`config.mk`:
```
export PLATFORM = sky130hd
export DESIGN_NAME = vga_monitor_flat
export DESIGN_NICKNAME = d
export VERILOG_FILES = /design/src/rtl/vga_timing_pkg.sv /design/src/rtl/vga_monitor_if.sv /design/src/rtl/vga_monitor_axis.sv /design/src/rtl/vga_monitor.sv /design/src/flat_wrapper.sv
export SDC_FILE = /design/constraint.sdc
export NUM_CORES = 1
export LEC_CHECK = 0
export ABC_AREA = 1
export CAP_MARGIN = 20
export CORE_MARGIN = 5
export CORE_UTILIZATION = 33
export DETAILED_ROUTE_END_ITERATION = 6
export GPL_TIMING_DRIVEN = 1
export PLACE_DENSITY = 0.53
export SLEW_MARGIN = 10
export SYNTH_ARGS = -nofsm -noshare
export SYNTH_HDL_FRONTEND = slang
export SYNTH_HIERARCHICAL = 1
export SYNTH_SLANG_ARGS = --single-unit
```
`constraint.sdc`:
```
create_clock -name clk -period 6.6 [get_ports clk]
set_clock_uncertainty 0.15 [all_clocks]
set_input_delay 1.32 -clock clk [delete_from_list [all_inputs] [get_ports clk]]
set_output_delay 1.32 -clock clk [all_outputs]
set_load 0.01 [all_outputs]
```
`src/rtl/vga_timing_pkg.sv`:
```
// Shared 640x480 timing constants, counter width and lock-FSM encoding for the VGA monitor.
package vga_timing_pkg;

  localparam int unsigned VGA_H_ACTIVE = 640;
  localparam int unsigned VGA_H_FP     = 16;
  localparam int unsigned VGA_H_SYNC   = 96;
  localparam int unsigned VGA_H_BP     = 48;
  localparam int unsigned VGA_V_ACTIVE = 480;
  localparam int unsigned VGA_V_FP     = 10;
  localparam int unsigned VGA_V_SYNC   = 2;
  localparam int unsigned VGA_V_BP     = 33;
  localparam bit          VGA_SYNC_POL = 1'b1;

  localparam int unsigned VGA_H_TOTAL = VGA_H_ACTIVE + VGA_H_FP + VGA_H_SYNC + VGA_H_BP;
  localparam int unsigned VGA_V_TOTAL = VGA_V_ACTIVE + VGA_V_FP + VGA_V_SYNC + VGA_V_BP;

  // Wide enough to see a line with a dropped hsync (2 * H_TOTAL) without wrapping.
  localparam int unsigned CNT_W = 12;

  typedef enum logic [1:0] {
    ST_SEARCH  = 2'd0,
    ST_MEASURE = 2'd1,
    ST_LOCKED  = 2'd2
  } mon_state_e;

endpackage

```
`src/rtl/vga_monitor_if.sv`:
```
// Stream and status bundle between a VGA source/bench (master) and vga_monitor (slave).
// blank_err is present only when VGA_MON_BLANK_CHECK_EN is defined.
interface vga_monitor_if;

  logic        p_tick;
  logic        hsync;
  logic        vsync;
  logic [7:0]  rgb;
  logic [9:0]  cap_x;
  logic [9:0]  cap_y;
  logic        locked;
  logic [7:0]  cap_rgb;
  logic        cap_valid;
  logic [31:0] frame_sum;
  logic        sum_valid;
  logic [7:0]  err_count;
`ifdef VGA_MON_BLANK_CHECK_EN
  logic        blank_err;
`endif

  modport master (
    output p_tick, hsync, vsync, rgb, cap_x, cap_y,
`ifdef VGA_MON_BLANK_CHECK_EN
    input  blank_err,
`endif
    input  locked, cap_rgb, cap_valid, frame_sum, sum_valid, err_count
  );

  modport slave (
    input  p_tick, hsync, vsync, rgb, cap_x, cap_y,
`ifdef VGA_MON_BLANK_CHECK_EN
    output blank_err,
`endif
    output locked, cap_rgb, cap_valid, frame_sum, sum_valid, err_count
  );

endinterface

```
`src/rtl/vga_monitor_axis.sv`:
```
// One timing axis: sync leading-edge detector, period counter and period compare.
// cnt_o is the position of the sample currently presented (the counter's next value).
module vga_mon_axis
  import vga_timing_pkg::*;
#(
  parameter int unsigned TOTAL       = VGA_H_TOTAL,
  parameter bit          POL         = VGA_SYNC_POL,
  // 0: the edge sample is position 0 (horizontal). 1: an increment on the edge counts (vertical).
  parameter bit          EDGE_COUNTS = 1'b0
) (
  input  logic             clk,
  input  logic             reset,
  input  logic             tick_i,
  input  logic             sync_i,
  input  logic             inc_i,
  input  logic             disarm_i,
  output logic [CNT_W-1:0] cnt_o,
  output logic             edge_o,
  output logic             mismatch_o
);

  logic             sync_q;
  logic             armed_q;
  logic [CNT_W-1:0] cnt_q, cnt_d;
  logic [CNT_W:0]   per;

  assign edge_o = tick_i && (sync_i == POL) && (sync_q != POL);

  always_comb begin
    cnt_d = cnt_q;
    if (edge_o)
      cnt_d = (EDGE_COUNTS && inc_i) ? CNT_W'(1) : '0;
    else if (tick_i && inc_i && (cnt_q != '1))
      cnt_d = cnt_q + 1'b1;
  end

  assign per        = EDGE_COUNTS ? {1'b0, cnt_q} : ({1'b0, cnt_q} + 1'b1);
  // The first edge after reset (or after a disarm) only starts a measurement.
  assign mismatch_o = edge_o && armed_q && (per != (CNT_W + 1)'(TOTAL));
  assign cnt_o      = cnt_d;

  // NOTE: state registers use non-blocking assignments so every flop samples pre-edge values.
  always_ff @(posedge clk or posedge reset) begin
    if (reset) begin
      sync_q  <= 1'b0;
      cnt_q   <= '0;
      armed_q <= 1'b0;
    end else if (tick_i) begin
      sync_q <= sync_i;
      cnt_q  <= cnt_d;
      if (edge_o)
        armed_q <= 1'b1;
      else if (disarm_i)
        armed_q <= 1'b0;
    end
  end

endmodule

```
`src/rtl/vga_monitor.sv`:
```
// Receive-side VGA timing/lock checker with single-pixel capture and per-frame rgb checksum.
// Optional blank-region rgb check enabled by defining VGA_MON_BLANK_CHECK_EN.
module vga_monitor
  import vga_timing_pkg::*;
#(
  parameter int unsigned H_ACTIVE = VGA_H_ACTIVE,
  parameter int unsigned H_FP     = VGA_H_FP,
  parameter int unsigned H_SYNC   = VGA_H_SYNC,
  parameter int unsigned H_BP     = VGA_H_BP,
  parameter int unsigned V_ACTIVE = VGA_V_ACTIVE,
  parameter int unsigned V_FP     = VGA_V_FP,
  parameter int unsigned V_SYNC   = VGA_V_SYNC,
  parameter int unsigned V_BP     = VGA_V_BP,
  parameter bit          SYNC_POL = VGA_SYNC_POL
) (
  input logic          clk,
  input logic          reset,
  vga_monitor_if.slave mon
);

  localparam int unsigned H_TOTAL = H_ACTIVE + H_FP + H_SYNC + H_BP;
  localparam int unsigned V_TOTAL = V_ACTIVE + V_FP + V_SYNC + V_BP;
  localparam int unsigned H_START = H_SYNC + H_BP;
  localparam int unsigned V_START = V_SYNC + V_BP;

  logic [CNT_W-1:0] hcnt, vcnt, x, y;
  logic             h_edge, v_edge, h_mis, v_mis, mismatch;
  logic             active, capture;

  mon_state_e  state_q, state_d;
  logic        clean_q, clean_d;
  logic        frame_ok_q;
  logic [7:0]  err_q;
  logic [9:0]  capx_q, capy_q;
  logic [7:0]  cap_rgb_q;
  logic        cap_valid_q;
  logic [31:0] acc_q, sum_q;
  logic        sum_valid_q;

  vga_mon_axis #(.TOTAL(H_TOTAL), .POL(SYNC_POL), .EDGE_COUNTS(1'b0)) u_h_axis (
    .clk        (clk),
    .reset      (reset),
    .tick_i     (mon.p_tick),
    .sync_i     (mon.hsync),
    .inc_i      (1'b1),
    .disarm_i   (1'b0),
    .cnt_o      (hcnt),
    .edge_o     (h_edge),
    .mismatch_o (h_mis)
  );

  // A horizontal error corrupts this frame's line count, so the vertical check re-arms.
  vga_mon_axis #(.TOTAL(V_TOTAL), .POL(SYNC_POL), .EDGE_COUNTS(1'b1)) u_v_axis (
    .clk        (clk),
    .reset      (reset),
    .tick_i     (mon.p_tick),
    .sync_i     (mon.vsync),
    .inc_i      (h_edge),
    .disarm_i   (h_mis),
    .cnt_o      (vcnt),
    .edge_o     (v_edge),
    .mismatch_o (v_mis)
  );

  assign mismatch = h_mis || v_mis;
  assign x        = hcnt - CNT_W'(H_START);
  assign y        = vcnt - CNT_W'(V_START);
  assign active   = (hcnt >= CNT_W'(H_START)) && (hcnt < CNT_W'(H_START + H_ACTIVE)) &&
                    (vcnt >= CNT_W'(V_START)) && (vcnt < CNT_W'(V_START + V_ACTIVE));
  assign capture  = mon.p_tick && active && (state_q == ST_LOCKED) &&
                    (x == CNT_W'(capx_q)) && (y == CNT_W'(capy_q));

  // NOTE: every always_comb output gets a default first so no latch is inferred.
  always_comb begin
    state_d = state_q;
    clean_d = clean_q;
    if (mismatch) begin
      state_d = ST_SEARCH;
      clean_d = 1'b0;
    end else if (v_edge) begin
      case (state_q)
        ST_SEARCH: begin
          state_d = ST_MEASURE;
          clean_d = 1'b0;
        end
        ST_MEASURE: begin
          if (clean_q) state_d = ST_LOCKED;
          else         clean_d = 1'b1;
        end
        ST_LOCKED: ;
        default:   state_d = ST_SEARCH;
      endcase
    end
  end

  always_ff @(posedge clk or posedge reset) begin
    if (reset) begin
      state_q     <= ST_SEARCH;
      clean_q     <= 1'b0;
      frame_ok_q  <= 1'b0;
      err_q       <= '0;
      capx_q      <= '0;
      capy_q      <= '0;
      cap_rgb_q   <= '0;
      cap_valid_q <= 1'b0;
      acc_q       <= '0;
      sum_q       <= '0;
      sum_valid_q <= 1'b0;
    end else begin
      state_q     <= state_d;
      clean_q     <= clean_d;
      cap_valid_q <= 1'b0;
      sum_valid_q <= 1'b0;
      if (mismatch && (err_q != 8'hFF))
        err_q <= err_q + 1'b1;
      if (v_edge) begin
        capx_q      <= mon.cap_x;
        capy_q      <= mon.cap_y;
        sum_q       <= acc_q;
        acc_q       <= '0;
        sum_valid_q <= frame_ok_q && !mismatch;
        frame_ok_q  <= (state_d == ST_LOCKED);
      end else begin
        if (mon.p_tick && active)
          acc_q <= acc_q + 32'(mon.rgb);
        if (state_q != ST_LOCKED)
          frame_ok_q <= 1'b0;
      end
      if (capture) begin
        cap_rgb_q   <= mon.rgb;
        cap_valid_q <= 1'b1;
      end
    end
  end

`ifdef VGA_MON_BLANK_CHECK_EN
  logic blank_err_q;

  always_ff @(posedge clk or posedge reset) begin
    if (reset)
      blank_err_q <= 1'b0;
    else if (mon.p_tick && !active && (state_q == ST_LOCKED) && (mon.rgb != 8'h00))
      blank_err_q <= 1'b1;
  end

  assign mon.blank_err = blank_err_q;
`endif

  assign mon.locked    = (state_q == ST_LOCKED);
  assign mon.cap_rgb   = cap_rgb_q;
  assign mon.cap_valid = cap_valid_q;
  assign mon.frame_sum = sum_q;
  assign mon.sum_valid = sum_valid_q;
  assign mon.err_count = err_q;

endmodule

```
`src/flat_wrapper.sv`:
```
// flat-port wrapper written by rule: the top's interface ports become plain ports
module vga_monitor_flat import vga_timing_pkg::*;
#(
  parameter int unsigned H_ACTIVE = VGA_H_ACTIVE,
  parameter int unsigned H_FP     = VGA_H_FP,
  parameter int unsigned H_SYNC   = VGA_H_SYNC,
  parameter int unsigned H_BP     = VGA_H_BP,
  parameter int unsigned V_ACTIVE = VGA_V_ACTIVE,
  parameter int unsigned V_FP     = VGA_V_FP,
  parameter int unsigned V_SYNC   = VGA_V_SYNC,
  parameter int unsigned V_BP     = VGA_V_BP,
  parameter bit          SYNC_POL = VGA_SYNC_POL
)
  (clk, reset, mon_p_tick, mon_hsync, mon_vsync, mon_rgb, mon_cap_x, mon_cap_y, mon_locked, mon_cap_rgb, mon_cap_valid, mon_frame_sum, mon_sum_valid, mon_err_count);
  vga_monitor_if mon_i ();
  input logic clk;
  input logic reset;
  input wire logic [$bits(mon_i.p_tick)-1:0] mon_p_tick;
  input wire logic [$bits(mon_i.hsync)-1:0] mon_hsync;
  input wire logic [$bits(mon_i.vsync)-1:0] mon_vsync;
  input wire logic [$bits(mon_i.rgb)-1:0] mon_rgb;
  input wire logic [$bits(mon_i.cap_x)-1:0] mon_cap_x;
  input wire logic [$bits(mon_i.cap_y)-1:0] mon_cap_y;
  output wire logic [$bits(mon_i.locked)-1:0] mon_locked;
  output wire logic [$bits(mon_i.cap_rgb)-1:0] mon_cap_rgb;
  output wire logic [$bits(mon_i.cap_valid)-1:0] mon_cap_valid;
  output wire logic [$bits(mon_i.frame_sum)-1:0] mon_frame_sum;
  output wire logic [$bits(mon_i.sum_valid)-1:0] mon_sum_valid;
  output wire logic [$bits(mon_i.err_count)-1:0] mon_err_count;
  assign mon_i.p_tick = mon_p_tick;
  assign mon_i.hsync = mon_hsync;
  assign mon_i.vsync = mon_vsync;
  assign mon_i.rgb = mon_rgb;
  assign mon_i.cap_x = mon_cap_x;
  assign mon_i.cap_y = mon_cap_y;
  assign mon_locked = mon_i.locked;
  assign mon_cap_rgb = mon_i.cap_rgb;
  assign mon_cap_valid = mon_i.cap_valid;
  assign mon_frame_sum = mon_i.frame_sum;
  assign mon_sum_valid = mon_i.sum_valid;
  assign mon_err_count = mon_i.err_count;
  vga_monitor #(.H_ACTIVE(H_ACTIVE), .H_FP(H_FP), .H_SYNC(H_SYNC), .H_BP(H_BP), .V_ACTIVE(V_ACTIVE), .V_FP(V_FP), .V_SYNC(V_SYNC), .V_BP(V_BP), .SYNC_POL(SYNC_POL)) u_core (.clk(clk), .reset(reset), .mon(mon_i));
endmodule
```
==> reports/qor.yml, run 1 <==
yosys_warnings: 6
hold_buffers: 0
cts_setup_buffers: 0
cts_tree: "done"
worstHoldEndpoint: "u_core/mon.frame_sum[12]"
crit_path_cell_trace: "clkdlybuf4s50_1 -> nand2_1 -> nor2_4 -> inv_1 -> nand3_1 -> nand2_1 -> ha_1 -> nor2_1 -> nand2_2 -> o21ai_2 -> nand3_4 -> nand2_1 -> inv_2 -> a22o_1"
floorplan.initialDensity: 0.335
syn-cell-area_um2: 8140
hold_start: "u_core/mon.frame_sum[12]"
worst_pin_slew_ns: 0.879
slew_viol_final: 0
crit_family: "simple AND/OR/NAND/NOR gates"
cts_resized: 0
antennaDiodeCount: 0
cts_root_buffer: "clkbuf_16"
synth_edf_count: 0
cts_max_level: 4
drv_cap: 0
crit_top_cell: "nand2_1"
antenna_found_initial: 0
period_needed_ns: 4.93
pre_cts_slack_ns: 1.17
p_leak_nw: 4.84
dr.pass1.iters: 6
p_sw_uw: 849
num_vias: 7242
period_share: 0.747
synth_cell_types: 55
max_stage_delay_ns: 0.66
ant_nets: 0
relSlewSlack: 0.414
io_pins: 84
outcome: "finished, final reports clean"
num_rows: 57
comb_power_share: 0.235
drive_above_1_share: 0.0794
place_hpwl_um: 16200
ys_top_cells_by_area: "dfrtp_1, nand2_1, inv_1, nor2_1, o21ai_0"
power_frac_clock: 0.375
netlist.top_cell.by_area: "dfrtp_1"
fin_ws_ns: 1.67
power.internal_mw: 1.80
r2r_slack_ns: 2.61
wl_per_cell_um: 13.9
yosysSeqAreaShare: 0.412
drtIter0Drc: 427
p_seq_frac: 0.390
crit_path_top_delay_cell: "clkdlybuf4s50_1"
rsz0062_at_grt: "no"
core_um2: 24300
wl_um: 21500
syn_nets: 1176
ys_ff_latch: 134
cp.buffers_inverters: 3
grt_overflow: 0
grt_pass1_wl_um: 36000
avgViaCountPerCell: 4.69
min_path_cells: 2
p_per_area_nw_per_um2: 267
ys_async_sr_fraction: 1.00
area_growth_pct: 21.7
tns_ns: 0
switching_share: 0.321
hold_viol_final: 0
die_area_um2: 27900
cts.sinks: 134
clk_latency_ns: 0.43
mostFrequentLayoutCell: "nand2_1"
fmax_mhz: 203
critPathMaxFanout: 24
cts.clk_slew.worst_paths_ns: 0.06
critPathKind: "in -> reg"
end_kind: "flip-flop"
synth_flop_cell: "dfrtp_1"
grt_start_max_net_pins: 80
die_x_um: 167
synth.avg_cell_area_um2: 7.23
drc_errors: 0
start_kind: "input pin"
cts_buffers: 17
dieHeight_um: 167
required_ns: 6.75
cts_max_path_buffers: 2
r2r-end: "u_core/acc_q[0]"
most-common-layout-cells: "nand2_1, inv_1, dfrtp_1"
grtUsageTotal: 0.157
cp.arrival_ns: 5.08
yosysTopAreaCellShare: 0.412
port_buffers: 83
worst_hold_path_type: "reg -> reg"
reg2reg_from: "u_core/u_h_axis/cnt_q[1]"
fin_nets: 1259
grt_pass1_vias: 7065
synthCells: 1126
peakVddDrop_mv: 0.143
routabilityCongestion: 0.834
worst-r2r-cell-count: 18
finalSetupViolations: 0
## stage by stage
step / instance area [um2] / utilization / power (mW) / hold WS (ns) / cells
global placement: 9300 / 0.382 / 1.67 / 0.308 / 1514
finish: 9910 / 0.408 / 2.65 / 0.319 / 1545
CTS: 9910 / 0.408 / 2.69 / 0.322 / 1545
global route: 9910 / 0.408 / 2.81 / 0.345 / 1545
detailed placement: 9300 / 0.382 / 1.67 / 0.307 / 1514
floorplan: 8140 / - / 1.43 / 0.300 / 1126
## area by class of cell
class	count	area, um2
fillers	2541	14400
multi-input cells	820	4120
flip-flops and latches	134	3350
repair buffers	86	853
inverters	150	568
clock buffers	18	439
well taps	324	405
clock inverters	13	173
## cell families after synthesis
| logic type | count (synthesis) | synth area share |
|---|---|---|
| xor+xnor | 28 | 0.0324 |
| fa+ha+maj | 17 | 0.0270 |
| simple gates | 633 | 0.351 |
| other cells | 2 | 0.000922 |
| compound gates | 140 | 0.0933 |
| flops | 134 | 0.412 |
| buf+inv | 172 | 0.0833 |
## cell usage after synthesis (4+ instances only)
cell,n
a21oi_1,45
buf_2,5
nand2_2,13
clkbuf_1,9
xnor2_1,11
dfrtp_1,134
xor2_1,16
inv_1,142
nand3_1,66
nand2_1,361
nor2_2,9
o21ai_1,6
nor3_1,15
nor3b_1,4
inv_2,6
nor2_1,99
nor2_4,7
nand3_2,6
buf_1,4
nand3b_1,4
nand4_1,31
ha_1,16
o21ai_0,72
## worst max path at each step
stage	start	to	cells after the start
2_1_floorplan	reset	u_core/acc_q[0]	1
3_3_place_gp	mon_p_tick	u_core/acc_q[1]	14
3_5_place_dp	mon_p_tick	u_core/acc_q[0]	14
4_1_cts	mon_p_tick	u_core/acc_q[0]	14
5_1_grt	mon_p_tick	u_core/acc_q[2]	15
6_report	mon_p_tick	u_core/acc_q[0]	14
## worst reg2reg max path: cells and delay by family (launching register included)
family                   cells  cell delay [ns]
flip-flops                   1             0.40
adder cells (fa/ha/maj)      2             0.52
buffers and inverters        3             0.50
AND/OR/NAND/NOR             10             1.57
AO/OA/AOI/OAI                3             0.74
## sequential cells by signal, summed over array words and instances (netlist names), 2 cells and up
register               flops
u_core/acc_q              32
u_core/capx_q             10
u_core/capy_q             10
u_core/mon.cap_rgb         8
u_core/mon.err_count       8
u_core/mon.frame_sum      32
u_core/state_q             2
u_core/u_h_axis/cnt_q     12
u_core/u_v_axis/cnt_q     12
## metal layers
metal,GRT usage,vias to the layer above,share of wire
met1,0.216,3324,0.48
met5,0,-,0
met4,0.0448,0,0.015
li1,-,3753,-
met2,0.256,137,0.47
met3,0.0268,28,0.035
## power groups by stage
stage / registers, mW / clock network (mW) / logic [mW]
global route: 1.05 / 1.05 / 0.705
floorplan: 1.05 / 0 / 0.385
global placement: 1.05 / 0 / 0.623
CTS: 1.03 / 1.02 / 0.629
detailed placement: 1.05 / 0 / 0.626
finish: 1.03 / 0.993 / 0.621
Note: power is estimated with default switching activity, not from simulation.
==> run 2, diff against run 1 <==
--- a/config.mk
+++ b/config.mk
@@ -11,7 +11,7 @@
 export CORE_UTILIZATION = 33
 export DETAILED_ROUTE_END_ITERATION = 6
 export GPL_TIMING_DRIVEN = 1
-export PLACE_DENSITY = 0.53
+export PLACE_DENSITY = 0.55
 export SLEW_MARGIN = 10
 export SYNTH_ARGS = -nofsm -noshare
 export SYNTH_HDL_FRONTEND = slang
==> constraint.sdc (replaced) <==
create_clock -name clk -period 4 [get_ports clk]
set_clock_uncertainty 0.15 [all_clocks]
set_input_delay 0.8 -clock clk [delete_from_list [all_inputs] [get_ports clk]]
set_output_delay 0.8 -clock clk [all_outputs]
set_load 0.01 [all_outputs]
==> run 2 against run 1 <==
  * Global-route usage increased by 0.23 points
  * Worst setup slack got worse by 1.3 ns
  * Die area unchanged
  * Register-to-register slack got worse by 2.0 ns
  * First-iteration DRC count increased by 5.2%
==> reports/qor.yml, run 2 (synthesized netlist as in run 1, its figures left out) <==
grt_start_max_net_pins: 57  # -29%
dr.pass1.iters: 5  # -1
drive_above_1_share: 0.0965  # +0.0170
r2r_slack_ns: 0.58  # -2.03 ns
hold_start: "u_core/mon.frame_sum[1]"
avgViaCountPerCell: 4.71  # +0.44%
relSlewSlack: 0.495  # +0.0810
crit_path_top_delay_cell: "clkdlybuf4s50_1"
period_needed_ns: 3.61
antenna_found_initial: 0  # unchanged
most-common-layout-cells: "nand2_1, inv_1, dfrtp_1"
port_buffers: 83  # unchanged
clk_latency_ns: 0.43  # about the same
place_hpwl_um: 16200  # about the same
reg2reg_from: "u_core/u_h_axis/cnt_q[1]"
finalSetupViolations: 0  # unchanged
required_ns: 4.16  # -2.59 ns
cp.buffers_inverters: 3  # unchanged
mostFrequentLayoutCell: "nand2_1"
drtIter0Drc: 449  # +5.2%
period_share: 0.903
slew_viol_final: 0  # unchanged
worst_pin_slew_ns: 0.757  # -0.122 ns
cts.sinks: 134  # unchanged
cp.arrival_ns: 3.77  # -1.31 ns
hold_viol_final: 0  # unchanged
area_growth_pct: 23.9
cts.clk_slew.worst_paths_ns: 0.06  # about the same
wl_per_cell_um: 13.7  # -1.3%
cts_root_buffer: "clkbuf_16"
fin_ws_ns: 0.388  # -1.28 ns
cts_setup_buffers: 0  # unchanged
p_leak_nw: 4.97  # +2.6%
drv_cap: 0  # unchanged
hold_buffers: 0  # unchanged
worst-path-stages: 20  # +6
grt_pass1_vias: 7229  # +2.3%
wl_um: 21500  # +0.17%
routabilityCongestion: 0.859  # +3.0%
cts_tree: "done"
core_um2: 24300  # unchanged
worst_hold_path_type: "reg -> reg"
ant_nets: 0  # unchanged
die_area_um2: 27900  # unchanged
fmax_mhz: 277
io_pins: 84  # unchanged
outcome: "finished, final reports clean"
critPathKind: "in -> reg"
start_kind: "input pin"
critPathMaxFanout: 9  # -63%
end_kind: "flip-flop"
utilization: 0.415  # +0.00746
total_power_mw: 4.38  # +66%
worst-r2r-cell-count: 19  # +1
pre_cts_slack_ns: -0.0117  # -1.18 ns
antennaDiodeCount: 0  # unchanged
grt_overflow: 0  # unchanged
cp-endpoint: "u_core/mon.cap_rgb[4]"
cts_max_path_buffers: 2  # unchanged
rsz0062_at_grt: "no"
die_x_um: 167  # unchanged
p_per_area_nw_per_um2: 434  # +63%
dieHeight_um: 167  # unchanged
num_rows: 57  # unchanged
cts_max_level: 4  # unchanged
crit_path_start: "mon_p_tick"
r2r-end: "u_core/mon.cap_rgb[3]"
floorplan.initialDensity: 0.335  # unchanged
fin_nets: 1281  # +1.7%
grtUsageTotal: 0.160  # +0.00232
fillers: 2506  # -1.4%
drc_errors: 0  # unchanged
num_vias: 7382  # +1.9%
max_stage_delay_ns: 0.48  # -0.18 ns
grt_pass1_wl_um: 36700  # +1.7%
cts_resized: 0  # unchanged
crit_path_cell_trace: "clkdlybuf4s50_1 -> nand2_1 -> nor2_1 -> nand2_1 -> inv_1 -> nand2_2 -> a21oi_1 -> ha_1 -> inv_1 -> nor2_1 -> nor2_1 -> nand2_1 -> nor2_1 -> nand2_1 -> nor2_1 -> nand4_1 -> nor2_1 -> nand3_4 -> nand2_1 -> nand2_1"
crit_family: "simple AND/OR/NAND/NOR gates"
peakVddDrop_mv: 0.265  # +85%
cts_buffers: 17  # unchanged
## run 2: changes by cell type in the layout (fill, tap and decap cells not counted)
cell,previous run,this run
clkinvlp_4,4,1
inv_8,0,3
clkinv_2,0,2
bufinv_16,3,2
buf_4,3,23
buf_12,0,2
## run 2: layout make-up
cell class              count  area [um2]  area share
clock buffers              18         439      0.0435
clock inverters            14         164      0.0162
inverters                 150         568      0.0563
multi-input cells         820        4120       0.408
flip-flops and latches    134        3350       0.332
well taps                 324         405      0.0402
repair buffers            108        1040       0.103
## run 2: how the worst min path moves through the flow
stage                                           to  slack (ns)  cells past startpoint
after floorplan            u_core/u_v_axis/armed_q        0.30                      2
after global placement     u_core/mon.frame_sum[4]        0.31                      2
after detailed placement  u_core/mon.frame_sum[26]        0.31                      2
after CTS                 u_core/mon.frame_sum[16]        0.33                      2
after global routing       u_core/u_h_axis/armed_q        0.35                      2
final                      u_core/mon.frame_sum[1]        0.33                      2
## run 2: metrics by stage
stage	hold WS [ns]	area (um2)	setup TNS, ns	std cells
final	0.326	10100	0	1568
after global routing	0.346	10100	0	1568
after CTS	0.329	10100	0	1568
after detailed placement	0.312	9490	-0.0242	1536
after global placement	0.306	9490	0	1536
after floorplan	0.300	8140	0	1126
## run 2: worst reg2reg max path: cells and delay by family (launching register included)
| kind | cells | cell delay (ns) |
|---|---|---|
| buf+inv | 3 | 0.39 |
| compound gates | 1 | 0.27 |
| flops | 1 | 0.40 |
| fa+ha+maj | 2 | 0.58 |
| simple gates | 13 | 1.57 |
## run 2: layer usage
layer  GRT usage  wire [um]  up-vias
li1            -          -     3796
met1       0.226      10500     3411
met2       0.253       9790      158
met3      0.0289        948       17
met4      0.0402        270        0
met5           0          0        -
## run 2: report_power, final
group	internal (mW)	total, mW	switching [mW]
clock network	0.954	1.62	0.669
logic	0.443	1.06	0.612
registers	1.54	1.71	0.160
total	2.94	4.38	1.44
==> run 3, diff against run 2 <==
--- a/config.mk
+++ b/config.mk
@@ -11,6 +11,7 @@
 export CORE_UTILIZATION = 33
 export DETAILED_ROUTE_END_ITERATION = 6
 export GPL_TIMING_DRIVEN = 1
+export HOLD_SLACK_MARGIN = 0.08
 export PLACE_DENSITY = 0.55
 export SLEW_MARGIN = 10
 export SYNTH_ARGS = -nofsm -noshare
==> results of run 3 <==
Final layout, timing and power as in run 2 (identical DEF).
